==> src/rtl/imem_loader_pkg.sv <==
// rtl/imem_loader_pkg.sv - shared types and constants for the instruction memory loader
package imem_loader_pkg;

  // Halfword width shared with the CPU instruction memory interface
  localparam int HW_W = 16;

  // Default frame start word
  localparam logic [HW_W-1:0] MAGIC_DEFAULT = 16'hA55A;

  typedef enum logic [2:0] {
    ST_IDLE  = 3'd0,
    ST_ADDR  = 3'd1,
    ST_COUNT = 3'd2,
    ST_DATA  = 3'd3,
    ST_CSUM  = 3'd4,
    ST_DONE  = 3'd5,
    ST_ERROR = 3'd6
  } state_t;

endpackage

==> src/rtl/imem_loader_wr_stage.sv <==
// rtl/imem_loader_wr_stage.sv - registered memory write port with auto-incrementing address
module imem_loader_wr_stage #(
  parameter int AW = 16,
  parameter int DW = 16
) (
  input  logic          clk,
  input  logic          rst,
  input  logic          load_base,
  input  logic [AW-1:0] base,
  input  logic          wr_en,
  input  logic [DW-1:0] wdata,
  output logic [AW-1:0] mem_addr,
  output logic [DW-1:0] mem_wdata,
  output logic          mem_we
);

  logic [AW-1:0] cur_addr;

  // Present each accepted halfword one cycle later and step the address; wraps naturally at the top
  always_ff @(posedge clk or negedge rst) begin
    if (!rst) begin
      cur_addr  <= '0;
      mem_addr  <= '0;
      mem_wdata <= '0;
      mem_we    <= 1'b0;
    end else begin
      mem_we <= wr_en;
      if (load_base) begin
        cur_addr <= base;
      end else if (wr_en) begin
        cur_addr  <= cur_addr + 1'b1;
        mem_addr  <= cur_addr;
        mem_wdata <= wdata;
      end
    end
  end

endmodule

==> src/rtl/imem_loader.sv <==
// rtl/imem_loader.sv - framed halfword stream to instruction memory loader; optional checksum via IMEM_LOADER_CSUM_EN
module imem_loader
  import imem_loader_pkg::*;
#(
  parameter logic [15:0] MAGIC = MAGIC_DEFAULT,
  parameter int          AW    = 16,
  parameter int          DW    = HW_W
) (
  input  logic          clk,
  input  logic          rst,
  input  logic [DW-1:0] in_data,
  input  logic          in_valid,
  output logic          in_ready,
  input  logic          start,
  output logic [AW-1:0] mem_addr,
  output logic [DW-1:0] mem_wdata,
  output logic          mem_we,
  output logic          cpu_hold,
  output logic          done,
  output logic          err
);

  state_t        state;
  state_t        state_nxt;
  logic          acc;
  logic [DW-1:0] count;
`ifdef IMEM_LOADER_CSUM_EN
  logic [DW-1:0] sum;
`endif

  assign acc = in_valid && in_ready;

  // State register
  always_ff @(posedge clk or negedge rst) begin
    if (!rst) state <= ST_IDLE;
    else      state <= state_nxt;
  end

  // Next-state decode; the end of the payload goes to CSUM or straight to DONE
  always_comb begin
    state_nxt = state;
    case (state)
      ST_IDLE:  if (acc && (in_data == DW'(MAGIC))) state_nxt = ST_ADDR;
      ST_ADDR:  if (acc) state_nxt = ST_COUNT;
      ST_COUNT: begin
        if (acc) begin
`ifdef IMEM_LOADER_CSUM_EN
          state_nxt = (in_data == '0) ? ST_CSUM : ST_DATA;
`else
          state_nxt = (in_data == '0) ? ST_DONE : ST_DATA;
`endif
        end
      end
      ST_DATA: begin
        if (acc && (count == DW'(1))) begin
`ifdef IMEM_LOADER_CSUM_EN
          state_nxt = ST_CSUM;
`else
          state_nxt = ST_DONE;
`endif
        end
      end
`ifdef IMEM_LOADER_CSUM_EN
      ST_CSUM:  if (acc) state_nxt = (in_data == sum) ? ST_DONE : ST_ERROR;
`endif
      ST_DONE:  if (start) state_nxt = ST_IDLE;
      ST_ERROR: if (start) state_nxt = ST_IDLE;
      default:  state_nxt = ST_IDLE;
    endcase
  end

  // Output decode from the registered state, so status changes the cycle after the deciding accept
  always_comb begin
    in_ready = (state != ST_DONE) && (state != ST_ERROR);
    done     = (state == ST_DONE);
    cpu_hold = (state != ST_DONE);
`ifdef IMEM_LOADER_CSUM_EN
    err      = (state == ST_ERROR);
`else
    err      = 1'b0;
`endif
  end

  // Remaining halfword count and running checksum
  always_ff @(posedge clk or negedge rst) begin
    if (!rst) begin
      count <= '0;
`ifdef IMEM_LOADER_CSUM_EN
      sum   <= '0;
`endif
    end else if (acc && (state == ST_COUNT)) begin
      count <= in_data;
`ifdef IMEM_LOADER_CSUM_EN
      sum   <= '0;
`endif
    end else if (acc && (state == ST_DATA)) begin
      count <= count - 1'b1;
`ifdef IMEM_LOADER_CSUM_EN
      sum   <= sum + in_data;
`endif
    end
  end

  imem_loader_wr_stage #(
    .AW(AW),
    .DW(DW)
  ) u_wr_stage (
    .clk      (clk),
    .rst      (rst),
    .load_base(acc && (state == ST_ADDR)),
    .base     (AW'(in_data)),
    .wr_en    (acc && (state == ST_DATA)),
    .wdata    (in_data),
    .mem_addr (mem_addr),
    .mem_wdata(mem_wdata),
    .mem_we   (mem_we)
  );

endmodule

==> config.mk <==
export PLATFORM = sky130hd
export DESIGN_NAME = imem_loader
export DESIGN_NICKNAME = d
export VERILOG_FILES = /design/src/rtl/imem_loader_pkg.sv /design/src/rtl/imem_loader_wr_stage.sv /design/src/rtl/imem_loader.sv
export SDC_FILE = /design/constraint.sdc
export NUM_CORES = 1
export LEC_CHECK = 0
export BUFFER_PORTS_ARGS = -buffer_cell sky130_fd_sc_hd__buf_2
export CORE_UTILIZATION = 40
export DETAILED_ROUTE_END_ITERATION = 8
export PLACE_DENSITY = 0.68
export REMOVE_ABC_BUFFERS = 1
export SYNTH_ARGS = -nofsm -noshare
export SYNTH_HDL_FRONTEND = slang
export SYNTH_SLANG_ARGS = --single-unit
==> constraint.sdc <==
create_clock -name clk -period 2.1 [get_ports clk]
set_input_delay 0.42 -clock clk [delete_from_list [all_inputs] [get_ports clk]]
set_output_delay 0.42 -clock clk [all_outputs]
set_load 0.02 [all_outputs]
==> impl_metrics.json, run 1 <==
{
  "synth-seq-area-share_pct": 49.67,
  "max_stage_delay_ps": 440,
  "hpwl_um": 5974,
  "post-route-util_pct": 48.88,
  "path_buf_inv": 2,
  "cp-end-kind": "primary output",
  "ys_top_cells_by_area": "dfrtp_1 50%, nand2_1 15%, mux2i_1 2.9%",
  "path_class": "flop to primary output",
  "place_ws_ps": 247.9,
  "p_per_area_mw_per_mm2": 1500,
  "ctsRootBufferMaster": "clkbuf_8",
  "globalRouteTotalUtil_pct": 21.41,
  "layout.nets": 479,
  "ant_nets": 0,
  "core_area_mm2": 0.008258,
  "num_rows": 33,
  "rsz0062_at_grt": "false",
  "p_leak_uw": 0.001913,
  "drive_above_1_share_pct": 19.31,
  "rrSetupSlack_ps": 310,
  "gp_congestion": 0.8444,
  "drc_errors": 0,
  "synthCells": 399,
  "cts.repair.resized": 0,
  "post-synth-top-area-cell": "dfrtp_1",
  "dieArea_mm2": 0.008939,
  "hp-class": "primary input to async pin",
  "setup_viol": 0,
  "antenna_found_initial": 0,
  "critical_path_arrival_ps": 1390,
  "areaGrowthSynthToFinish_pct": 17.82,
  "timing.final.ws_setup_ps": 287.4,
  "routed_wirelength_um": 8703,
  "startpoint_type": "flop",
  "cts_num_sinks": 68,
  "crit_chain": "and2b_1, and2_1, inv_1, buf_2",
  "synth_edf_count": 0,
  "clk_pin_slew_ps": 70,
  "io_pins": 57,
  "power.total_uw": 6054,
  "ctsLongestPathBuffers": 2,
  "crit_required_ps": 1680,
  "fmax_mhz": 551.7,
  "whs_ps": 66.17,
  "yosys_warnings": 0,
  "vias": 3123,
  "yosys_most_used_dff": "dfrtp_1",
  "fin_setup_tns_ps": 0,
  "cts_tree": "done",
  "wl_per_cell_um": 15.38,
  "die_h_um": 94.55,
  "async_flop_share_pct": 100.0,
  "antennaDiodeCount": 0,
  "grt_first_pass_wirelength_um": 14530,
  "grt_pass1_vias": 2866,
  "cap_violations": 0,
  "relSlewSlack_pct": 59.25,
  "viasPerCell": 5.518,
  "die_w_um": 94.55,
  "ys_seq_elements": 68,
  "crit_slowest_cell": "dfrtp_1",
  "gr-total-overflow": 0,
  "synth.avg_cell_area_um2": 8.586,
  "finalCriticalPeriod_ps": 1813,
  "io_buffers": 55,
  "ir_worst_vdd_mv": 0.6550,
  "clk_latency_ps": 350,
  "synthesis.area_mm2": 0.003426,
  "critPathMaxFanout": 6,
  "path_delay_family": "flip-flops",
  "grt_max_degree": 69,
  "outcome": "completed",
  "synth_cell_type_count": 44,
  "htreeDepth": 3,
  "postCtsSetupBuffers": 0,
  "start_util_pct": 41.48,
  "slew_viol_final": 0,
  "hold_viol": 0,
  "dr.pass1.iters": 5,
  "drtIter0Drc": 243,
  "netlist.area_leader.share_pct": 49.67,
  "finalCritPeriodShare_pct": 86.32,
  "hold_buffers": 0,
  "cts_buffers": 9,
  "clock_skew_ps": 8.251,
  "tightest_slew_ps": 609.0
}
-- per-layer routing --
metal / global-route usage (%) / share of wire [%] / up-vias
met1: 30.10 / 48 / 1516
li1: - / - / 1499
met2: 33.57 / 46 / 92
met5: 0 / 0 / -
met3: 3.221 / 5.0 / 16
met4: 7.576 / 1.6 / 0
-- state kept, by name, summed over array words and instances (netlist names) --
| signal | flops |
|---|---|
| u_wr_stage.mem_we | 1 |
| u_wr_stage.mem_wdata | 16 |
| u_wr_stage.cur_addr | 16 |
| state | 3 |
| u_wr_stage.mem_addr | 16 |
| count | 16 |
-- per-stage QoR --
stage	cell area (um2)	instances
after floorplan	3324	378
after global placement	3834	550
after detailed placement	3834	550
after CTS	4036	566
after global routing	4036	566
final	4036	566
-- where the power goes --
part | switching, uW | leakage [uW] | internal, uW
Sequential | 548 | 0.000869 | 1870
Clock | 505 | 0.000102 | 610
Combinational | 1540 | 0.000941 | 982
Total | 2590 | 0.00191 | 3460
-- final timing paths --
kind	from	endpoint	cells past startpoint
max in group asynchronous	rst	count[11]	2
min in group clk	start	state[2]	2
worst max-delay path	state[1]	cpu_hold	4
worst max register to register	state[1]	u_wr_stage.cur_addr[11]	5
worst min register to register	u_wr_stage.mem_wdata[14]	u_wr_stage.mem_wdata[14]	2
worst min-delay path	rst	u_wr_stage.mem_wdata[4]	2
-- Yosys cell counts, drive strengths merged, types with 4 or more instances --
library cell / count
a21oi: 17
nor3: 9
nand2: 136
inv: 10
o311ai: 6
nand4: 5
a31oi: 4
clkbuf: 6
buf: 15
o22ai: 13
a221o: 6
nor4: 11
mux2i: 10
o21ai: 24
nor2: 15
dfrtp: 68
nand3: 11
-- cells by family (layout without fill, tap and decap cells) --
| kind of cell | count (synthesis) | after routing | synth area share (%) |
|---|---|---|---|
| XOR/XNOR | 3 | 3 | 0.7671 |
| other | 1 | 1 | 0.1095 |
| multiplexers | 10 | 10 | 2.922 |
| buffers and inverters | 31 | 93 | 4.054 |
| AND/OR/NAND/NOR | 202 | 202 | 26.41 |
| adder cells (fa/ha/maj) | 3 | 3 | 1.096 |
| flip-flops | 68 | 68 | 49.67 |
| AO/OA/AOI/OAI | 81 | 81 | 14.97 |
-- cell usage in the layout, fill, tap and decap left out, drive strengths merged, types with 2 or more instances in the layout --
cell,count
a21oi,17
nor3b,2
inv,10
a22oi,2
and2,3
buf,67
nand4,5
o211ai,3
dfrtp,68
clkbuf,12
xor2,2
ha,3
a31oi,4
nor2b,2
mux2i,10
nor2,15
nand3,11
o221ai,2
a221o,6
nor3,9
nor4,11
o22ai,13
o311ai,6
clkinv,2
and3,2
nand2,136
o21ai,24
or3,3
-- area by class of cell --
class | count | area, um2
Clock buffer | 12 | 155.1
Clock inverter | 4 | 47.55
Fill cell | 827 | 4222
Inverter | 10 | 37.54
Multi-Input combinational cell | 300 | 1585
Sequential cell | 68 | 1702
Tap cell | 105 | 131.4
Timing Repair Buffer | 67 | 377.9
(Power assumes the default switching activity.)
==> inputs of run 2 (changes only) <==
--- a/config.mk
+++ b/config.mk
@@ -8,7 +8,7 @@
 export BUFFER_PORTS_ARGS = -buffer_cell sky130_fd_sc_hd__buf_2
 export CORE_UTILIZATION = 40
 export DETAILED_ROUTE_END_ITERATION = 8
-export PLACE_DENSITY = 0.68
+export PLACE_DENSITY = 0.61
 export REMOVE_ABC_BUFFERS = 1
 export SYNTH_ARGS = -nofsm -noshare
 export SYNTH_HDL_FRONTEND = slang
==> run 2 against run 1 <==
- sequential share of layout area down 0.052 points
- total power up 1.1%
- register-to-register slack worse by 90 ps
- die area unchanged
- count of clock-buffer cells in the layout down 3
- sequential power about the same
- first-iteration DRC count down 12%
- maximum frequency down 4.3%
- critical path depth unchanged
- clock skew about the same
- critical endpoint is now in_ready
- combinational power about the same
- via count down 0.99%
==> impl_metrics.json, run 2 (same netlist as run 1, synthesis figures left out) <==
{
  "fin_setup_tns_ps": 0,
  "fin_area_mm2": 0.004041,
  "setup_viol": 0,
  "ir_worst_vdd_mv": 0.6153,
  "viasPerCell": 5.473,
  "drtIter0Drc": 213,
  "clock_skew_ps": 8.525,
  "outcome": "completed",
  "antennaDiodeCount": 0,
  "gr-total-overflow": 0,
  "cts_tree": "done",
  "htreeDepth": 3,
  "critPathMaxFanout": 14,
  "path_class": "flop to primary output",
  "die_w_um": 94.55,
  "r2r_cells": 6,
  "setup.worst_path.start": "state[0]",
  "critical_path_arrival_ps": 1470,
  "crit_required_ps": 1680,
  "cts_num_sinks": 68,
  "die_h_um": 94.55,
  "core_area_mm2": 0.008258,
  "hpwl_um": 5955,
  "clk_latency_ps": 340,
  "cts.repair.resized": 0,
  "num_rows": 33,
  "place_area_mm2": 0.003826,
  "crit_end": "in_ready",
  "cp-end-kind": "primary output",
  "finalCriticalPeriod_ps": 1894,
  "slew_viol_final": 0,
  "startpoint_type": "flop",
  "globalRouteTotalUtil_pct": 21.40,
  "dr.pass1.iters": 5,
  "reg2reg_to": "u_wr_stage.cur_addr[13]",
  "timing.final.ws_setup_ps": 206.0,
  "p_leak_uw": 0.001914,
  "drc_errors": 0,
  "rrSetupSlack_ps": 220,
  "p_per_area_mw_per_mm2": 1514,
  "grt_first_pass_wirelength_um": 14650,
  "p_seq_share_pct": 39.7,
  "drive_above_1_share_pct": 19.35,
  "power_switching_uw": 2615,
  "sw_frac_of_total_pct": 42.73,
  "hp-class": "primary input to async pin",
  "multi_input_area_mm2": 0.001585,
  "relSlewSlack_pct": 59.82,
  "wl_per_cell_um": 15.54,
  "layout.nets": 478,
  "cts_buffers": 9,
  "hold_buffers": 0,
  "grt_pass1_vias": 2875,
  "postCtsSetupBuffers": 0,
  "p_int_uw": 3505,
  "vias": 3092,
  "seqCellArea_mm2": 0.001702,
  "cap_violations": 0,
  "io_buffers": 55,
  "antenna_found_initial": 0,
  "routed_wirelength_um": 8780,
  "dieArea_mm2": 0.008939,
  "grt_max_degree": 69,
  "io_pins": 57,
  "r2r-start": "state[2]",
  "ant_nets": 0,
  "fmax_mhz": 528.0,
  "tightest_slew_ps": 600.5,
  "clkPwrFrac_pct": 19.4,
  "areaGrowthSynthToFinish_pct": 17.97,
  "clk_pin_slew_ps": 80,
  "final_common_cell": "nand2_1",
  "final.fill_count": 820,
  "place_ws_ps": 243.6,
  "gp_congestion": 0.8517,
  "finalCritPeriodShare_pct": 90.19,
  "ctsRootBufferMaster": "clkbuf_8",
  "comb_power_share_pct": 41.0,
  "start_util_pct": 41.48,
  "ctsLongestPathBuffers": 2,
  "rsz0062_at_grt": "false",
  "most-common-layout-cells": "136 x nand2_1, 68 x dfrtp_1, 55 x buf_2",
  "hold_viol": 0
}
## run 2: power by group through the flow
stage | clock (uW) | combinational (uW) | sequential [uW]
6_report | 1190 | 2510 | 2430
5_1_grt | 1270 | 2810 | 2520
4_1_cts | 1210 | 2530 | 2420
3_5_place_dp | 0 | 2520 | 2440
3_3_place_gp | 0 | 2470 | 2420
2_1_floorplan | 0 | 1360 | 2700
## run 2: worst min path at each step
stage / startpoint / end / slack, ps / cells past startpoint
after floorplan: rst / count[0] / 120 / 0
after global placement: u_wr_stage.mem_wdata[13] / u_wr_stage.mem_wdata[13] / 450 / 2
after detailed placement: u_wr_stage.mem_wdata[8] / u_wr_stage.mem_wdata[8] / 460 / 2
after CTS: rst / u_wr_stage.mem_wdata[0] / 100 / 2
after global routing: rst / u_wr_stage.mem_wdata[0] / 120 / 2
final: rst / u_wr_stage.mem_wdata[0] / 80 / 2
## run 2: through the flow
step / total power, uW / hold slack [ps] / util, % / cells
2_1_floorplan: 4062 / 124.4 / - / 378
3_3_place_gp: 4891 / 454.1 / 46.33 / 549
3_5_place_dp: 4962 / 456.9 / 46.33 / 549
4_1_cts: 6163 / 104.2 / 48.94 / 565
5_1_grt: 6604 / 122.1 / 48.94 / 565
6_report: 6120 / 78.61 / 48.94 / 565
## run 2: cell type report
cell class	instances	share of cell area (%)
Clock buffer	9	3.065
Clock inverter	7	2.260
Inverter	10	0.9288
Multi-Input combinational cell	300	39.23
Sequential cell	68	42.11
Tap cell	105	3.251
Timing Repair Buffer	66	9.164
## run 2: critical path: stages, from the launching register on
cell	delay [ps]
dfrtp_1	420
buf_4	240
xor2_1	200
nand2_1	100
buf_2	170
## run 2: layer usage
metal | up-vias | share of wire, % | track usage [%]
li1 | 1499 | - | -
met1 | 1503 | 48 | 30.43
met2 | 81 | 47 | 32.85
met3 | 9 | 4.4 | 3.462
met4 | 0 | 0.95 | 7.702
met5 | - | 0 | 0
